--- config.mk ---
export PLATFORM = sky130hd
export DESIGN_NAME = ncpu32k_wb_queue
export DESIGN_NICKNAME = d
export VERILOG_FILES = /design/src/rtl/ncpu32k_wb_queue.sv
export SDC_FILE = /design/constraint.sdc
export NUM_CORES = 1
export LEC_CHECK = 0
export CELL_PAD_IN_SITES_DETAIL_PLACEMENT = 0
export CELL_PAD_IN_SITES_GLOBAL_PLACEMENT = 1
export CORE_MARGIN = 3
export CORE_UTILIZATION = 45
export DETAILED_ROUTE_END_ITERATION = 16
export HOLD_SLACK_MARGIN = 0.08
export PLACE_DENSITY_LB_ADDON = 0.3
export SETUP_SLACK_MARGIN = 0.2
export SLEW_MARGIN = 0
export SYNTH_ARGS = -nofsm -noshare
export SYNTH_HDL_FRONTEND = slang
export SYNTH_SLANG_ARGS = --single-unit
--- constraint.sdc ---
create_clock -name clk -period 4.3 [get_ports clk]
set_clock_uncertainty 0.1 [all_clocks]
set_input_delay 0.86 -clock clk [delete_from_list [all_inputs] [get_ports clk]]
set_output_delay 0.86 -clock clk [all_outputs]
set_load 0.005 [all_outputs]
--- src/rtl/ncpu32k_wb_queue.sv ---
// rtl/ncpu32k_wb_queue.sv - dual-issue writeback queue feeding a two-port register file
// Entries drain in order, two per cycle unless the two oldest target the same register.

module ncpu32k_wb_queue #(
    parameter int AW    = 5,
    parameter int DW    = 32,
    parameter int DEPTH = 4
) (
    input  logic          clk,
    input  logic          rst,
    input  logic          in_1_valid,
    input  logic [AW-1:0] in_1_addr,
    input  logic [DW-1:0] in_1_dat,
    input  logic          in_2_valid,
    input  logic [AW-1:0] in_2_addr,
    input  logic [DW-1:0] in_2_dat,
    output logic          in_ready,
    output logic          arf_1_we,
    output logic [AW-1:0] arf_1_waddr,
    output logic [DW-1:0] arf_1_wdat,
    output logic          arf_2_we,
    output logic [AW-1:0] arf_2_waddr,
    output logic [DW-1:0] arf_2_wdat,
    output logic          wbq_empty
);

    localparam int PW = (DEPTH > 1) ? $clog2(DEPTH) : 1;
    localparam int CW = $clog2(DEPTH + 1);

    logic [PW-1:0] head;
    logic [PW-1:0] tail;
    logic [CW-1:0] count;

    logic [AW-1:0] addr_mem [DEPTH];
    logic [DW-1:0] dat_mem  [DEPTH];

    logic [PW-1:0] head_1;
    logic [PW-1:0] tail_1;
    logic          take_1;
    logic          take_2;
    logic [1:0]    enq;
    logic [1:0]    deq;

    assign head_1 = head + 1'b1;
    assign tail_1 = tail + 1'b1;

    // Readiness comes from the registered count alone so it never waits on this cycle's drain.
    assign in_ready  = (count <= CW'(DEPTH - 2));
    assign wbq_empty = (count == '0);

    // Writes to the nil register are accepted but never occupy an entry.
    assign take_1 = in_ready && in_1_valid && (in_1_addr != '0);
    assign take_2 = in_ready && in_2_valid && (in_2_addr != '0);
    assign enq    = {1'b0, take_1} + {1'b0, take_2};

    // Second port only fires when it cannot race the first port onto the same register.
    assign arf_1_we = (count != '0);
    assign arf_2_we = (count >= CW'(2)) && (addr_mem[head_1] != addr_mem[head]);
    assign deq      = {1'b0, arf_1_we} + {1'b0, arf_2_we};

    assign arf_1_waddr = arf_1_we ? addr_mem[head]   : '0;
    assign arf_1_wdat  = arf_1_we ? dat_mem[head]    : '0;
    assign arf_2_waddr = arf_2_we ? addr_mem[head_1] : '0;
    assign arf_2_wdat  = arf_2_we ? dat_mem[head_1]  : '0;

    always_ff @(posedge clk) begin
        if (take_1) begin
            addr_mem[tail] <= in_1_addr;
            dat_mem[tail]  <= in_1_dat;
        end
        if (take_2) begin
            addr_mem[take_1 ? tail_1 : tail] <= in_2_addr;
            dat_mem[take_1 ? tail_1 : tail]  <= in_2_dat;
        end
    end

    always_ff @(posedge clk) begin
        if (rst) begin
            head  <= '0;
            tail  <= '0;
            count <= '0;
        end else begin
            head  <= head + PW'(deq);
            tail  <= tail + PW'(enq);
            count <= count + CW'(enq) - CW'(deq);
        end
    end

endmodule

== Word level (Yosys, flattened, before mapping) ==
Memory sizes are Yosys's and may differ from the RTL's. A register that Yosys moved wholly into a read port is not among the register bits.
Cells that the tools add are included.

* Flip-flop bits (word level): 7
* Output and inout bits: 78
* Memories: 2
* Input port bits: 78
* RAM bits: 148
* Word-level logic and storage cells: 36

{| class="wikitable"
|+ Memory list
! name !! depth !! bits a word !! read ports !! clocked after memory_dff !! wr ports !! RTL line !! RTL
|-
| dat_mem || 4 || 32 || 2 || 1 || 2 || 35 || <nowiki>logic [DW-1:0] dat_mem [DEPTH];</nowiki>
|-
| addr_mem || 4 || 5 || 2 || 1 || 2 || 34 || <nowiki>logic [AW-1:0] addr_mem [DEPTH];</nowiki>
|}

* Mux-type cells: 11
* $lt $le $gt $ge: 2
* $add $sub $neg: 8
* Reduce and logical (&&, ||, !) cells: 9
* Equality and inequality tests: 1

{| class="wikitable"
|+ Operators with widths
! kind !! number
|-
| $mux 32 || 2
|-
| $mux 5 || 2
|-
| $reduce_bool 5->1 || 2
|-
| $mux 2 || 3
|-
| $logic_and 1x1->1 || 5
|-
| $ne 5x5->1 || 1
|-
| $add 1x1->2 || 2
|-
| $add 2x1->2 const B || 2
|-
| $add 2x2->2 || 2
|-
| $mux 1 || 4
|-
| $add 3x2->3 || 1
|-
| $ge 3x2->1 const B || 1
|-
| $le 3x2->1 const B || 1
|-
| $logic_not 3->1 || 1
|-
| $reduce_bool 3->1 || 1
|-
| $sub 3x2->3 || 1
|}

== Longest topological paths before layout ==
An unclocked memory read counts as a cell.

* Depth after elaboration: 7
* Mapped depth: 17
* Mapped depth without buffers: 14

== Worst setup path after synthesis ==
No wires, ideal clock.

* Path type: reg2reg
* From: reg head[0]
* To: reg count[2]
* Data required time: 4085 ps
* Period minus slack after synthesis: 3709 ps
* Data arrival time: 3495 ps
* Slack: 591 ps
* Path buffers: 3
* Stages on the path, launching flop included: 18
* Setup time: 115 ps
* Cells stage by stage: dfxtp_1 buf_2 mux2i_1 xnor2_1 or4_1 a22oi_1 buf_2 buf_2 nor2_1 ha_1 ha_1 inv_1 ha_1 inv_1 fa_1 xnor2_1 xnor2_1 nor2_1

* Cells in the longest elaborated chain, start to end: 6

{| class="wikitable"
|+ Ends and longest elaborated chain
! what !! RTL line !! RTL
|-
| start, declared || 30 || <nowiki>logic [PW-1:0] head;</nowiki>
|-
| start signal, assigned || 83 || <nowiki>head <= head + PW'(deq);</nowiki>
|-
| $add 2x1->2 || 44 || <nowiki>assign head_1 = head + 1'b1;</nowiki>
|-
| $mem_v2 4x5 || - ||
|-
| $ne 5x5->1 || 58 || <nowiki>assign arf_2_we = (count >= CW'(2)) && (addr_mem[head_1] != addr_mem[head]);</nowiki>
|-
| $logic_and 1x1->1 || 58 ||
|-
| named net arf_2_we || 21 || <nowiki>output logic arf_2_we,</nowiki>
|-
| $add 1x1->2 || 59 || <nowiki>assign deq = {1'b0, arf_1_we} + {1'b0, arf_2_we};</nowiki>
|-
| $sub 3x2->3 || 85 || <nowiki>count <= count + CW'(enq) - CW'(deq);</nowiki>
|-
| end signal, assigned || 85 ||
|-
| end, declared || 32 || <nowiki>logic [CW-1:0] count;</nowiki>
|}

The timed path passes the listed nets, and every way through them passes these cells.
A chain may end at the register's enable or synchronous reset.

== Final worst setup path ==
* From: reg head[0]
* To: out arf_2_wdat[31]

* Cells in the longest elaborated chain, start to end: 5
* Elaborated cells on any way between the ends: 6
* Classes of those cells: 1 x add/sub; 1 x eq/ne; 1 x mux; 1 x reduce/logical; 2 x memory

{| class="wikitable"
|+ Ends and longest elaborated chain
! what !! RTL line !! RTL
|-
| $add 2x1->2 (*) || 44 ||
|-
| $mem_v2 4x5 || - ||
|-
| $ne 5x5->1 || 58 ||
|-
| $logic_and 1x1->1 || 58 ||
|-
| $mux 32 (*) || 64 || <nowiki>assign arf_2_wdat = arf_2_we ? dat_mem[head_1] : '0;</nowiki>
|-
| end, declared || 23 || <nowiki>output logic [DW-1:0] arf_2_wdat,</nowiki>
|}

Mark *: on every way between the ends. The rest lies on a longest branch, timed or not.

==> out/qor.yml <==
grt:
  grt_max_degree: 42
  grt_pass1_wl_um: 36800
  grt_pass1_vias: 6494
  antenna_found_initial: 1
  grt_overflow: 0
  grt_usage: 0.217
logic_synthesis:
  synth_most_common_cell: "edfxtp_1"
  synthCells: 616
  synth_nets: 706
  synth_commonest_cells: "edfxtp_1 (148), mux2_2 (144), mux4_2 (74)"
  synth_compound_area_frac: 0.00824
  synth-edff-count: 148
  synth_warnings: 0
  synth.area.mux_share: 0.369
  synth_cell_types: 32
  synth-seq-cells: 155
  syn_avg_cell_area_um2: 15.3
  synth_xor_area_frac: 0.0167
  yosys.area_share.simple: 0.0690
  ys.flop_type: "edfxtp_1"
  synth.area.top_cells: "edfxtp_1 (47%), mux4_2 (18%), mux2_2 (17%)"
  ys_async_sr_fraction: 0
  synth.yosys.seq_area_share: 0.487
  yosysTopAreaCellShare: 0.472
  synth.largest_area_cell: "edfxtp_1"
  synthAdderAreaFrac: 0.0175
  synth_top_family_by_area: "multiplexers"
  syn_area_mm2: 0.00942
sta:
  fin_crit_ns: 3.95
  hold_violations: 0
  hold_slack_ns: 0.473
  rsz0062_at_grt: "no"
  setup_viol: 0
  fmax_mhz: 253
  final.setup.tns_ns: 0
  fin_crit_sh: 0.919
  tightestPinTransition_ns: 0.747
  maxSlewHeadroom: 0.502
  slew_violations: 0
placed_design:
  gp_congestion: 0.807
  dp_hpwl_um: 15600
  portBuffers: 155
  placed_cells: 1023
  dpl_cell_area_mm2: 0.0114
setup_path:
  crit_type: "reg -> out"
  arrival_ns: 2.99
  endpoint_kind: "output pin"
  slowest_stage: "dfxtp_4"
  startpoint_type: "register"
  critPathMaxFanout: 18
  cp_cell_sequence: "mux2i_1 > xnor2_1 > or4_1 > a22oi_2 > buf_6 > nor2_1 > clkdlybuf4s50_1"
  crit_path_max_incr_delay_ns: 0.52
  cp.required_ns: 3.34
  r2r_setup_slack_ns: 0.59
final_layout:
  fin_area_mm2: 0.0120
  final_cells: 1057
  area_growth_pct: 27.4
  nets: 863
  drive_above_1_share: 0.379
power_and_ir_drop:
  pwr-share-comb: 0.512
  netSwitchingPower_w: 0.00288
  ir_drop_v: 0.000325
  seqPwrFrac: 0.306
  p_clk_frac: 0.182
  p_per_area_mw_per_mm2: 713
  p_int_w: 0.00567
  swShare: 0.337
  p_leak_nw: 4.07
floorplanning:
  core_area_mm2: 0.0204
  die_y_um: 151
  dieArea_mm2: 0.0227
  initial_core_util: 0.462
  pin_count: 156
  fp.dieW_um: 151
  num_rows: 52
clocking:
  tritoncts: "yes"
  cts_sinks: 155
  clk_path_buf_depth: 2
  holdBufCountCts: 0
  clk_pin_slew_ns: 0.06
  insertion_delay_ns: 0.42
  root_buffer: "clkbuf_16"
  cts_made_buffers: 17
  h-tree-depth: 4
route:
  via_per_inst: 5.72
  drt_iter0_drc: 375
  vias: 6051
  wl_met2_um: 12300
  drt-met1-wl_um: 9610
  drc: 0
  ant_nets: 0
  wire_per_inst_um: 22.5
  top_layer: "met5"
  dr.pass1.iters: 4
  wl_met3_um: 1490
  drt-total-wl_um: 23800
job:
  drv_cap: 0
outcome:
  status: "finished, final reports clean"
hold_path:
  hp-class: "reg -> reg"
==> final timing paths <==
kind                                            end  depth (start not counted)           startpoint
worst max register to register  count[2]$_SDFF_PP0_                         15   head[0]$_SDFF_PP0_
worst max-delay path                 arf_2_wdat[31]                          7   head[0]$_SDFF_PP0_
worst min register to register  count[2]$_SDFF_PP0_                          2  count[2]$_SDFF_PP0_
worst min-delay path            count[2]$_SDFF_PP0_                          2  count[2]$_SDFF_PP0_
==> area by class of cell <==
type,count,area (um^2)
clock inverters,15,185
fillers,1619,8370
repair buffers,184,1870
well taps,270,338
multi-input cells,406,4550
flip-flops and latches,155,4590
clock buffers,17,425
inverters,9,33.8
diodes,1,2.50
==> flip-flops by register name, summed over array words and instances (netlist names) <==
| name | flops |
|---|---|
| tail | 2 |
| dat_mem | 128 |
| head | 2 |
| addr_mem | 20 |
| count | 3 |
==> what timing repair did <==
item	4_1_cts	5_1_grt
hold endpoints to repair	0	0
setup endpoints to repair	2	32
setup buffers	0	1
pin swaps	0	1
resized for setup	1	3
==> routing by layer <==
metal | global-route usage | up-vias
met5 | 0 | -
met4 | 0.0603 | 2
met3 | 0.0418 | 29
met2 | 0.382 | 208
met1 | 0.274 | 3104
li1 | - | 2708
==> logic make-up after synthesis <==
logic type               count (synthesis)
AND/OR/NAND/NOR                        136
flip-flops                             155
multiplexers                           233
buffers and inverters                   55
AO/OA/AOI/OAI                            7
XOR/XNOR                                18
adder cells (fa/ha/maj)                 12
==> worst max-delay path: cells and delay by family, from the launching register on <==
kind                      cells  cell delay [ns]
and+or+nand+nor               2             0.60
muxes                         1             0.25
buffers and inverters         2             0.80
xor gates and xnor gates      1             0.10
AOI/OAI and AO/OA             1             0.28
DFF                           1             0.52
==> placed cells by master (no fill, tap or decap), drive strengths merged, types with 2 or more instances in the layout <==
master,instances
nor3,2
clkinvlp,2
fa,2
clkbuf,17
bufinv,3
nand2,41
nor2b,40
xnor2,12
clkinv,3
nor2,44
edfxtp,148
mux2i,11
a21o,2
or3,2
inv,16
nand3,3
or4,2
xor2,6
buf,29
clkdlybuf4s50,155
mux2,148
dfxtp,7
mux4,74
ha,10
==> power groups by stage <==
stage | clock network, W | logic [W] | registers (W)
after floorplan | 0 | 0.00264 | 0.00248
after global routing | 0.00165 | 0.00473 | 0.00268
after detailed placement | 0 | 0.00442 | 0.00265
after global placement | 0 | 0.00437 | 0.00260
after CTS | 0.00158 | 0.00445 | 0.00262
final | 0.00156 | 0.00438 | 0.00262
==> per-stage QoR <==
step / utilization / total power, W / setup slack [ns]
CTS: 0.588 / 0.00864 / 0.246
finish: 0.589 / 0.00855 / 0.348
floorplan: - / 0.00511 / 0.591
detailed placement: 0.558 / 0.00707 / 0.267
global placement: 0.558 / 0.00697 / 0.317
global route: 0.589 / 0.00906 / 0.243
No activity file was read; power rests on OpenSTA's default activity.
